$ cat src/rtl/sqrt_iter_if.sv
// Operand/result bundle for the iterative square-root unit.
interface sqrt_iter_if #(
  parameter int unsigned DATA_LEN = 32
);
  logic [DATA_LEN-1:0]   in;
  logic [DATA_LEN/2-1:0] out;
  logic [DATA_LEN/2:0]   rout;
  logic                  done;

  modport master (output in, input out, rout, done);
  modport slave  (input in, output out, rout, done);
endinterface

$ cat src/rtl/sqrt_iter.sv
// Restoring digit-by-digit integer square root with remainder, one root bit per clock.
// A new computation starts automatically whenever the operand differs from the latched one.
module sqrt_iter #(
  parameter int unsigned DATA_LEN = 32
) (
  input logic       clk,
  input logic       reset,
  sqrt_iter_if.slave bus
);
  localparam int unsigned H  = DATA_LEN / 2;
  localparam int unsigned CW = (H > 1) ? $clog2(H) : 1;
  localparam logic [CW-1:0] LAST = CW'(H - 1);

  typedef enum logic [1:0] {LOAD, RUN, DONE} state_t;

  state_t              state;
  logic [DATA_LEN-1:0] op_q;
  logic [DATA_LEN-1:0] sh_q;
  logic [H-1:0]        q;
  logic [H:0]          r;
  logic [CW-1:0]       count;

  logic [H+2:0]        r_shift;
  logic [H+1:0]        sub;
  logic                take;
  logic [H-1:0]        q_next;
  logic [H:0]          r_next;

  // The trial subtraction is kept H+1 bits wide: whenever it is taken the
  // result is bounded by 2*q, so the truncated difference is exact.
  always_comb begin
    r_shift = {r, sh_q[DATA_LEN-1 -: 2]};
    sub     = {q, 2'b01};
    take    = (r_shift >= {1'b0, sub});
    q_next  = {q[H-2:0], take};
    r_next  = r_shift[H:0];
    if (take) begin
      r_next = r_shift[H:0] - sub[H:0];
    end
  end

  always_ff @(posedge clk) begin
    if (reset) begin
      state    <= LOAD;
      count    <= '0;
      op_q     <= '0;
      sh_q     <= '0;
      q        <= '0;
      r        <= '0;
      bus.out  <= '0;
      bus.rout <= '0;
      bus.done <= 1'b0;
    end else begin
      case (state)
        LOAD: begin
          op_q  <= bus.in;
          sh_q  <= bus.in;
          q     <= '0;
          r     <= '0;
          count <= '0;
          state <= RUN;
        end
        RUN: begin
          q     <= q_next;
          r     <= r_next;
          sh_q  <= {sh_q[DATA_LEN-3:0], 2'b00};
          count <= count + CW'(1);
          if (count == LAST) begin
            bus.out  <= q_next;
            bus.rout <= r_next;
            bus.done <= 1'b1;
            state    <= DONE;
          end
        end
        DONE: begin
          if (bus.in != op_q) begin
            bus.done <= 1'b0;
            state    <= LOAD;
          end
        end
        default: state <= LOAD;
      endcase
    end
  end
endmodule

$ cat src/flat_wrapper.sv
// flat-port wrapper written by rule: the top's interface ports become plain ports
module sqrt_iter_flat 
#(
  parameter int unsigned DATA_LEN = 32
)
  (clk, reset, bus_in, bus_out, bus_rout, bus_done);
  sqrt_iter_if #(.DATA_LEN(DATA_LEN)) bus_i ();
  input logic clk;
  input logic reset;
  input wire logic [$bits(bus_i.in)-1:0] bus_in;
  output wire logic [$bits(bus_i.out)-1:0] bus_out;
  output wire logic [$bits(bus_i.rout)-1:0] bus_rout;
  output wire logic [$bits(bus_i.done)-1:0] bus_done;
  assign bus_i.in = bus_in;
  assign bus_out = bus_i.out;
  assign bus_rout = bus_i.rout;
  assign bus_done = bus_i.done;
  sqrt_iter #(.DATA_LEN(DATA_LEN)) u_core (.clk(clk), .reset(reset), .bus(bus_i));
endmodule
$ cat config.mk
export PLATFORM = sky130hd
export DESIGN_NAME = sqrt_iter_flat
export DESIGN_NICKNAME = d
export VERILOG_FILES = /design/src/rtl/sqrt_iter_if.sv /design/src/rtl/sqrt_iter.sv /design/src/flat_wrapper.sv
export SDC_FILE = /design/constraint.sdc
export NUM_CORES = 1
export LEC_CHECK = 0
export CORE_MARGIN = 2
export CORE_UTILIZATION = 39
export DETAILED_ROUTE_END_ITERATION = 16
export GPL_TIMING_DRIVEN = 0
export PLACE_DENSITY = 0.58
export SETUP_SLACK_MARGIN = 0.2
export SLEW_MARGIN = 20
export SYNTH_ARGS = -nofsm -noshare
export SYNTH_HDL_FRONTEND = slang
export SYNTH_SLANG_ARGS = --single-unit
$ cat constraint.sdc
create_clock -name clk -period 2.8 [get_ports clk]
set_input_delay 0.42 -clock clk [delete_from_list [all_inputs] [get_ports clk]]
set_output_delay 0.42 -clock clk [all_outputs]
set_load 0.1 [all_outputs]
-- Word-level counts from Yosys, hierarchy flattened
Cells that the tools add are included.
- flip-flop bits (word level): 137
- output and inout port bits: 34
- logic and storage cells: 35
- add/sub/neg operators: 2
- magnitude comparators: 1
- equal/unequal tests: 6
- muxes and demuxes: 11
- reductions and logical operators: 6
- operators by type and width (operator ; number):
    $pmux 32 s2 ; 1
    $pmux 17 s2 ; 1
    $ne 32x32->1 ; 1
    $pmux 16 s2 ; 1
    $ge 19x18->1 ; 1
    $mux 17 ; 1
    $sub 17x17->17 ; 1
    $pmux 4 s2 ; 1
    $pmux 2 s3 ; 1
    $add 4x1->4 const B ; 1
    $eq 4x4->1 const B ; 1
    $mux 2 ; 2
    $ne 2x1->1 const B ; 2
    $reduce_and 2->1 ; 2
    $reduce_bool 2->1 ; 2
    $reduce_and 3->1 ; 1
    $eq 2x1->1 const B ; 1
    $eq 2x2->1 const B ; 1
    $logic_not 2->1 ; 1
    $mux 1 ; 2
    $pmux 1 s2 ; 1

-- Logic depth before layout (Yosys ltp)
- word-level depth: 3
- depth in mapped cells: 11
- depth with buffers taken out: 8

-- Worst setup path after synthesis
Ideal clock, no wire load.
- path kind: register -> register
- from: register u_core.q[2]
- to: register u_core.bus.rout[11]
- library setup time: 133 ps
- arrival time: 2100 ps
- slack: 568 ps
- cell stages (with the launch flop): 12
- path buffers: 3
- cells stage by stage: dfxtp_1 -> inv_1 -> ha_1 -> buf_2 -> a211oi_2 -> o211a_1 -> nor2_1 -> o21a_1 -> buf_4 -> buf_6 -> o41ai_1 -> a21oi_1
- word-level cells in the longest chain between the ends: 2
- elaborated cells on any way between the ends: 3
- classes of those cells: 1 x add/sub; 1 x order compare; 1 x mux
- ends and longest elaborated chain (item ; line ; RTL):
    from (decl) ; sqrt_iter.sv:19 ; logic [H-1:0] q;
    from (signal assigned) ; sqrt_iter.sv:64 ; q <= q_next;
    $sub 17x17->17 or $ge 19x18->1 (tied branches) ; sqrt_iter.sv:38, sqrt_iter.sv:34 ;
    $mux 17 (*) ; sqrt_iter.sv:37 ; if (take) begin
    to (signal assigned) ; sqrt_iter.sv:70 ; bus.rout <= r_next;
    to (decl) ; sqrt_iter_if.sv:11 ; modport slave (input in, output out, rout, done);
Mark *: on every way between the ends. The rest lies on a longest branch, timed or not.
A chain may end at the register's enable or synchronous reset.

-- Final worst setup path
- from: register u_core.q[2]
- to: register u_core.bus.rout[12]
Same word-level chain as after synthesis.

==> impl_metrics.xml <==
<?xml version="1.0" encoding="UTF-8"?>
<metrics>
  <group name="clocking">
    <metric name="clock_pin_slew_of_the_registers_on_the_worst_case_setup_and_hold_paths" unit="ps">60</metric>
    <metric name="hold_fix_buffers_cts" unit="">0</metric>
    <metric name="cts_made_buffers" unit="">17</metric>
    <metric name="clk_path_buf_depth" unit="">2</metric>
    <metric name="ctsRootBufferMaster" unit="">clkbuf_16</metric>
    <metric name="tritoncts" unit="">built</metric>
    <metric name="cts_htree_levels" unit="">4</metric>
    <metric name="number_of_sinks_on_the_clock_net" unit="">137</metric>
    <metric name="clock_latency" unit="ps">420</metric>
  </group>
  <group name="timing">
    <metric name="fin_worst_skew" unit="ps">7.970</metric>
    <metric name="fin_crit_sh" unit="%">90.16</metric>
    <metric name="timing.final.ws_setup" unit="ps">275.5</metric>
    <metric name="finalSetupViolations" unit="">0</metric>
    <metric name="finalHoldViolCount" unit="">0</metric>
    <metric name="grt_setup_unrepaired" unit="">false</metric>
    <metric name="worst_hold_margin" unit="ps">451.2</metric>
    <metric name="max_slew.worst_pin.slew" unit="ps">973.5</metric>
    <metric name="finalCriticalPeriod" unit="ps">2525</metric>
    <metric name="achievable-frequency" unit="GHz">0.3961</metric>
    <metric name="slew_headroom" unit="%">34.90</metric>
    <metric name="final_number_of_max_transition_violations" unit="">0</metric>
  </group>
  <group name="hold_path">
    <metric name="min_path_type" unit="">reg -&gt; reg</metric>
    <metric name="timing.hold.worst_endpoint" unit="">u_core.bus.out[4]</metric>
    <metric name="min_path_cells" unit="">2</metric>
    <metric name="hold_path_startpoint" unit="">u_core.bus.out[4]</metric>
  </group>
  <group name="worst_setup_path">
    <metric name="worstSetupStartpointType" unit="">flop</metric>
    <metric name="critical_path_required" unit="ps">3130</metric>
    <metric name="worstSetupPathType" unit="">reg -&gt; reg</metric>
    <metric name="worst_r2r_endpoint" unit="">u_core.bus.rout[12]</metric>
    <metric name="cp_data_arrival_time" unit="ps">2860</metric>
    <metric name="critPathCaptureType" unit="">flop</metric>
    <metric name="timing.reg2reg.setup_slack" unit="ps">280</metric>
    <metric name="timing.rr.start" unit="">u_core.q[2]</metric>
    <metric name="reg2reg_depth" unit="">10</metric>
    <metric name="cp_max_fo" unit="">7</metric>
  </group>
  <group name="power_and_ir_drop">
    <metric name="report.power.total" unit="mW">9.661</metric>
    <metric name="power.ir.vdd_worst" unit="V">0.0006869</metric>
    <metric name="power.density_cell_area" unit="nW/um^2">1129</metric>
    <metric name="part_of_the_power_in_the_clock_network" unit="%">22.2</metric>
    <metric name="switching_power" unit="mW">4.308</metric>
    <metric name="power.share.switching" unit="%">44.59</metric>
    <metric name="internal_power" unit="mW">5.354</metric>
    <metric name="p_leak" unit="nW">3.285</metric>
    <metric name="seq_power_share" unit="%">23.8</metric>
    <metric name="comb_power_share" unit="%">54.1</metric>
  </group>
  <group name="detailed_routing">
    <metric name="antenna_violating_nets_post_route" unit="">0</metric>
    <metric name="drc" unit="">0</metric>
    <metric name="drt-total-wl" unit="um">20990</metric>
    <metric name="drt-vias-per-instance" unit="">5.412</metric>
    <metric name="drt-wirelength-per-cell" unit="um">17.18</metric>
    <metric name="detailedRoute.firstIterationViolations" unit="">490</metric>
    <metric name="via_count" unit="">6613</metric>
    <metric name="first_pass_iters" unit="">6</metric>
  </group>
  <group name="final_layout">
    <metric name="stdcell_area" unit="sq um">8554</metric>
    <metric name="final_core_util" unit="%">49.29</metric>
    <metric name="insertedDiodeCount" unit="">0</metric>
    <metric name="n_fill_cell" unit="">1759</metric>
    <metric name="num-nets-final" unit="">1040</metric>
    <metric name="layout-area-overhead-vs-synth" unit="%">23.50</metric>
    <metric name="post_route_cells_drive_above_1_share" unit="%">6.720</metric>
  </group>
  <group name="die">
    <metric name="i_o_pin_total" unit="">68</metric>
    <metric name="die_height" unit="um">137.3</metric>
    <metric name="initial_core_util" unit="%">39.91</metric>
    <metric name="fp.coreArea" unit="sq um">17360</metric>
    <metric name="area_of_the_die" unit="sq um">18840</metric>
    <metric name="die_w" unit="um">137.3</metric>
    <metric name="num_rows" unit="">48</metric>
  </group>
  <group name="synthesis">
    <metric name="ys_warn_count" unit="">0</metric>
    <metric name="synth_async_sr_flop_share" unit="%">0</metric>
    <metric name="synth.avg_cell_area" unit="sq um">7.705</metric>
    <metric name="top_reg_cell_synth" unit="">dfxtp_1</metric>
    <metric name="syn-num-nets" unit="">952</metric>
    <metric name="synth_enable_flop_cells" unit="">0</metric>
    <metric name="yosys_register_bits" unit="">137</metric>
    <metric name="synthesis.instances" unit="">899</metric>
    <metric name="syn_area" unit="sq um">6927</metric>
    <metric name="synth-seq-area-share" unit="%">39.60</metric>
    <metric name="yosysUniqueCellTypes" unit="">52</metric>
  </group>
  <group name="place">
    <metric name="buffer_ports.inserted" unit="">67</metric>
    <metric name="gpl.final_weighted_congestion" unit="">0.9335</metric>
    <metric name="post_dp_cell_area" unit="sq um">7879</metric>
    <metric name="post-dp-hpwl" unit="um">15300</metric>
    <metric name="placement.setup.worst_slack" unit="ps">-77.64</metric>
  </group>
  <group name="global_routing">
    <metric name="number_of_antenna_violations_at_the_first_check_in_global_routing" unit="">0</metric>
    <metric name="grt.total_usage" unit="%">22.93</metric>
    <metric name="grt_max_degree" unit="">17</metric>
    <metric name="global_route_wire_length_before_repair" unit="um">33000</metric>
    <metric name="sum_of_overflow_across_all_layers_after_global_routing" unit="">0</metric>
    <metric name="vias_in_the_first_global_route" unit="">6134</metric>
  </group>
  <group name="job">
    <metric name="max-cap-violations" unit="">0</metric>
  </group>
  <group name="run_status">
    <metric name="run_status" unit="">completed</metric>
  </group>
</metrics>
==> repair_timing <==
item | in CTS | in global routing
endpoints found under the setup margin | 34 | 41
gates resized for setup | 14 | 24
buffers inserted | 0 | 2
pin swaps | 0 | 6
==> flip-flops by register name, summed over array words and instances, names as in the netlist <==
register / count
u_core.count: 4
u_core.bus.out: 16
u_core.bus.rout: 17
u_core.op_q: 32
u_core.r: 17
u_core.sh_q: 32
u_core.bus.done: 1
u_core.q: 16
u_core.state: 2
==> per-stage QoR <==
stage | setup TNS, ps | instances
finish | 0 | 1222
global route | 0 | 1222
CTS | 0 | 1220
detailed placement | -77.64 | 1191
global placement | -78.45 | 1191
floorplan | 0 | 899
==> cell families (layout without fill, tap and decap cells) <==
family / after synthesis / in the layout / synth area share, %
buffers and inverters: 87 / 185 / 5.076
multiplexers: 30 / 30 / 4.353
flip-flops: 137 / 137 / 39.60
AO/OA/AOI/OAI: 229 / 229 / 20.27
AND/OR/NAND/NOR: 355 / 355 / 21.97
XOR/XNOR: 42 / 42 / 5.311
adder cells (fa/ha/maj): 19 / 19 / 3.432
==> power groups by stage <==
stage          clock, mW  combinational [mW]  sequential [mW]
2_1_floorplan          0                3.39             2.26
3_3_place_gp           0                4.69             2.33
3_5_place_dp           0                4.68             2.32
4_1_cts             2.18                4.84             2.28
5_1_grt             2.26                5.63             2.31
6_report            2.14                5.22             2.30
==> layout by cell type, fill, tap and decap left out, types with 3 or more instances in the layout <==
cell type	n
a211oi_1	6
a21oi_1	118
a311oi_1	13
a31oi_1	4
a41oi_1	3
and2_1	4
buf_1	9
buf_2	5
buf_4	6
clkbuf_1	41
clkbuf_16	17
clkbuf_2	3
clkbuf_4	3
clkbuf_8	4
clkdlybuf4s50_1	67
clkinv_2	3
dfxtp_1	135
ha_1	15
inv_1	21
mux2i_1	29
nand2_1	142
nand2b_1	4
nand3_1	19
nand3b_1	4
nand4_1	10
nor2_1	125
nor2b_1	7
nor3_1	14
nor4_1	9
o211ai_1	11
o21a_1	8
o21ai_0	23
o21ai_1	9
o221ai_1	3
o31ai_1	10
or3_1	4
xnor2_1	4
xor2_1	38
==> worst max-delay path by stage <==
stage / from / depth (start not counted) / slack [ps] / to
3_5_place_dp: u_core.q[9] / 10 / -80 / u_core.bus.rout[15]
3_3_place_gp: u_core.q[9] / 10 / -80 / u_core.bus.rout[15]
5_1_grt: u_core.q[14] / 9 / 180 / u_core.r[9]
6_report: u_core.q[2] / 10 / 280 / u_core.bus.rout[12]
2_1_floorplan: u_core.q[2] / 11 / 570 / u_core.bus.rout[11]
4_1_cts: u_core.q[9] / 10 / 210 / u_core.bus.rout[15]
==> area by class of cell <==
type / instances / area, sq um / area share, %
multi-input combinational: 675 / 3908 / 45.68
sequential: 137 / 2745 / 32.09
timing repair buffer: 69 / 685.7 / 8.015
clock buffer: 22 / 484.2 / 5.660
buffer: 66 / 302.8 / 3.540
tap: 225 / 281.5 / 3.291
inverter: 21 / 78.83 / 0.9215
clock inverter: 7 / 68.82 / 0.8044
==> layer usage <==
metal  global-route usage, %  wire length [um]  vias up
met5                       0                 0        -
met1                   30.95              9560     3056
met3                   4.194              1189       35
met2                   36.76              9742      237
met4                   7.904               498        0
li1                        -                 -     3285
==> critical path: stages (launching register included) <==
cell and delay, ps:
dfxtp_1 370, inv_1 60, ha_1 260, buf_2 180
a211oi_4 280, buf_4 170, nand2_1 80, o21a_1 210
o311ai_1 390, o21ai_1 210, a211oi_2 230
==> cells in the mapped netlist (all sizes together) (2+ instances only) <==
cell type | count | share of area (%)
nor3b | 2 | 0.22
xor2 | 38 | 4.8
nor2b | 8 | 0.72
o41ai | 2 | 0.25
nand3 | 19 | 1.4
a211oi | 8 | 0.94
mux2i | 29 | 4.2
nor3 | 14 | 1.0
o21a | 8 | 0.87
a41oi | 3 | 0.38
o221ai | 3 | 0.38
clkbuf | 45 | 2.4
o21bai | 2 | 0.22
o31ai | 10 | 1.1
o211a | 3 | 0.43
nand3b | 4 | 0.43
a311oi | 13 | 1.6
buf | 21 | 1.5
dfxtp | 137 | 40
nand4 | 10 | 0.90
a21oi | 119 | 8.6
a32o | 2 | 0.29
or3 | 4 | 0.36
and4 | 3 | 0.38
and2 | 4 | 0.36
o21ai | 32 | 2.3
nand2b | 4 | 0.36
ha | 19 | 3.4
a31oi | 4 | 0.36
nor4 | 9 | 0.81
a21o | 2 | 0.22
nand2 | 142 | 7.7
nor2 | 128 | 6.9
o211ai | 11 | 1.2
or2 | 2 | 0.18
inv | 21 | 1.1
xnor2 | 4 | 0.51
(Power assumes the default switching activity.)
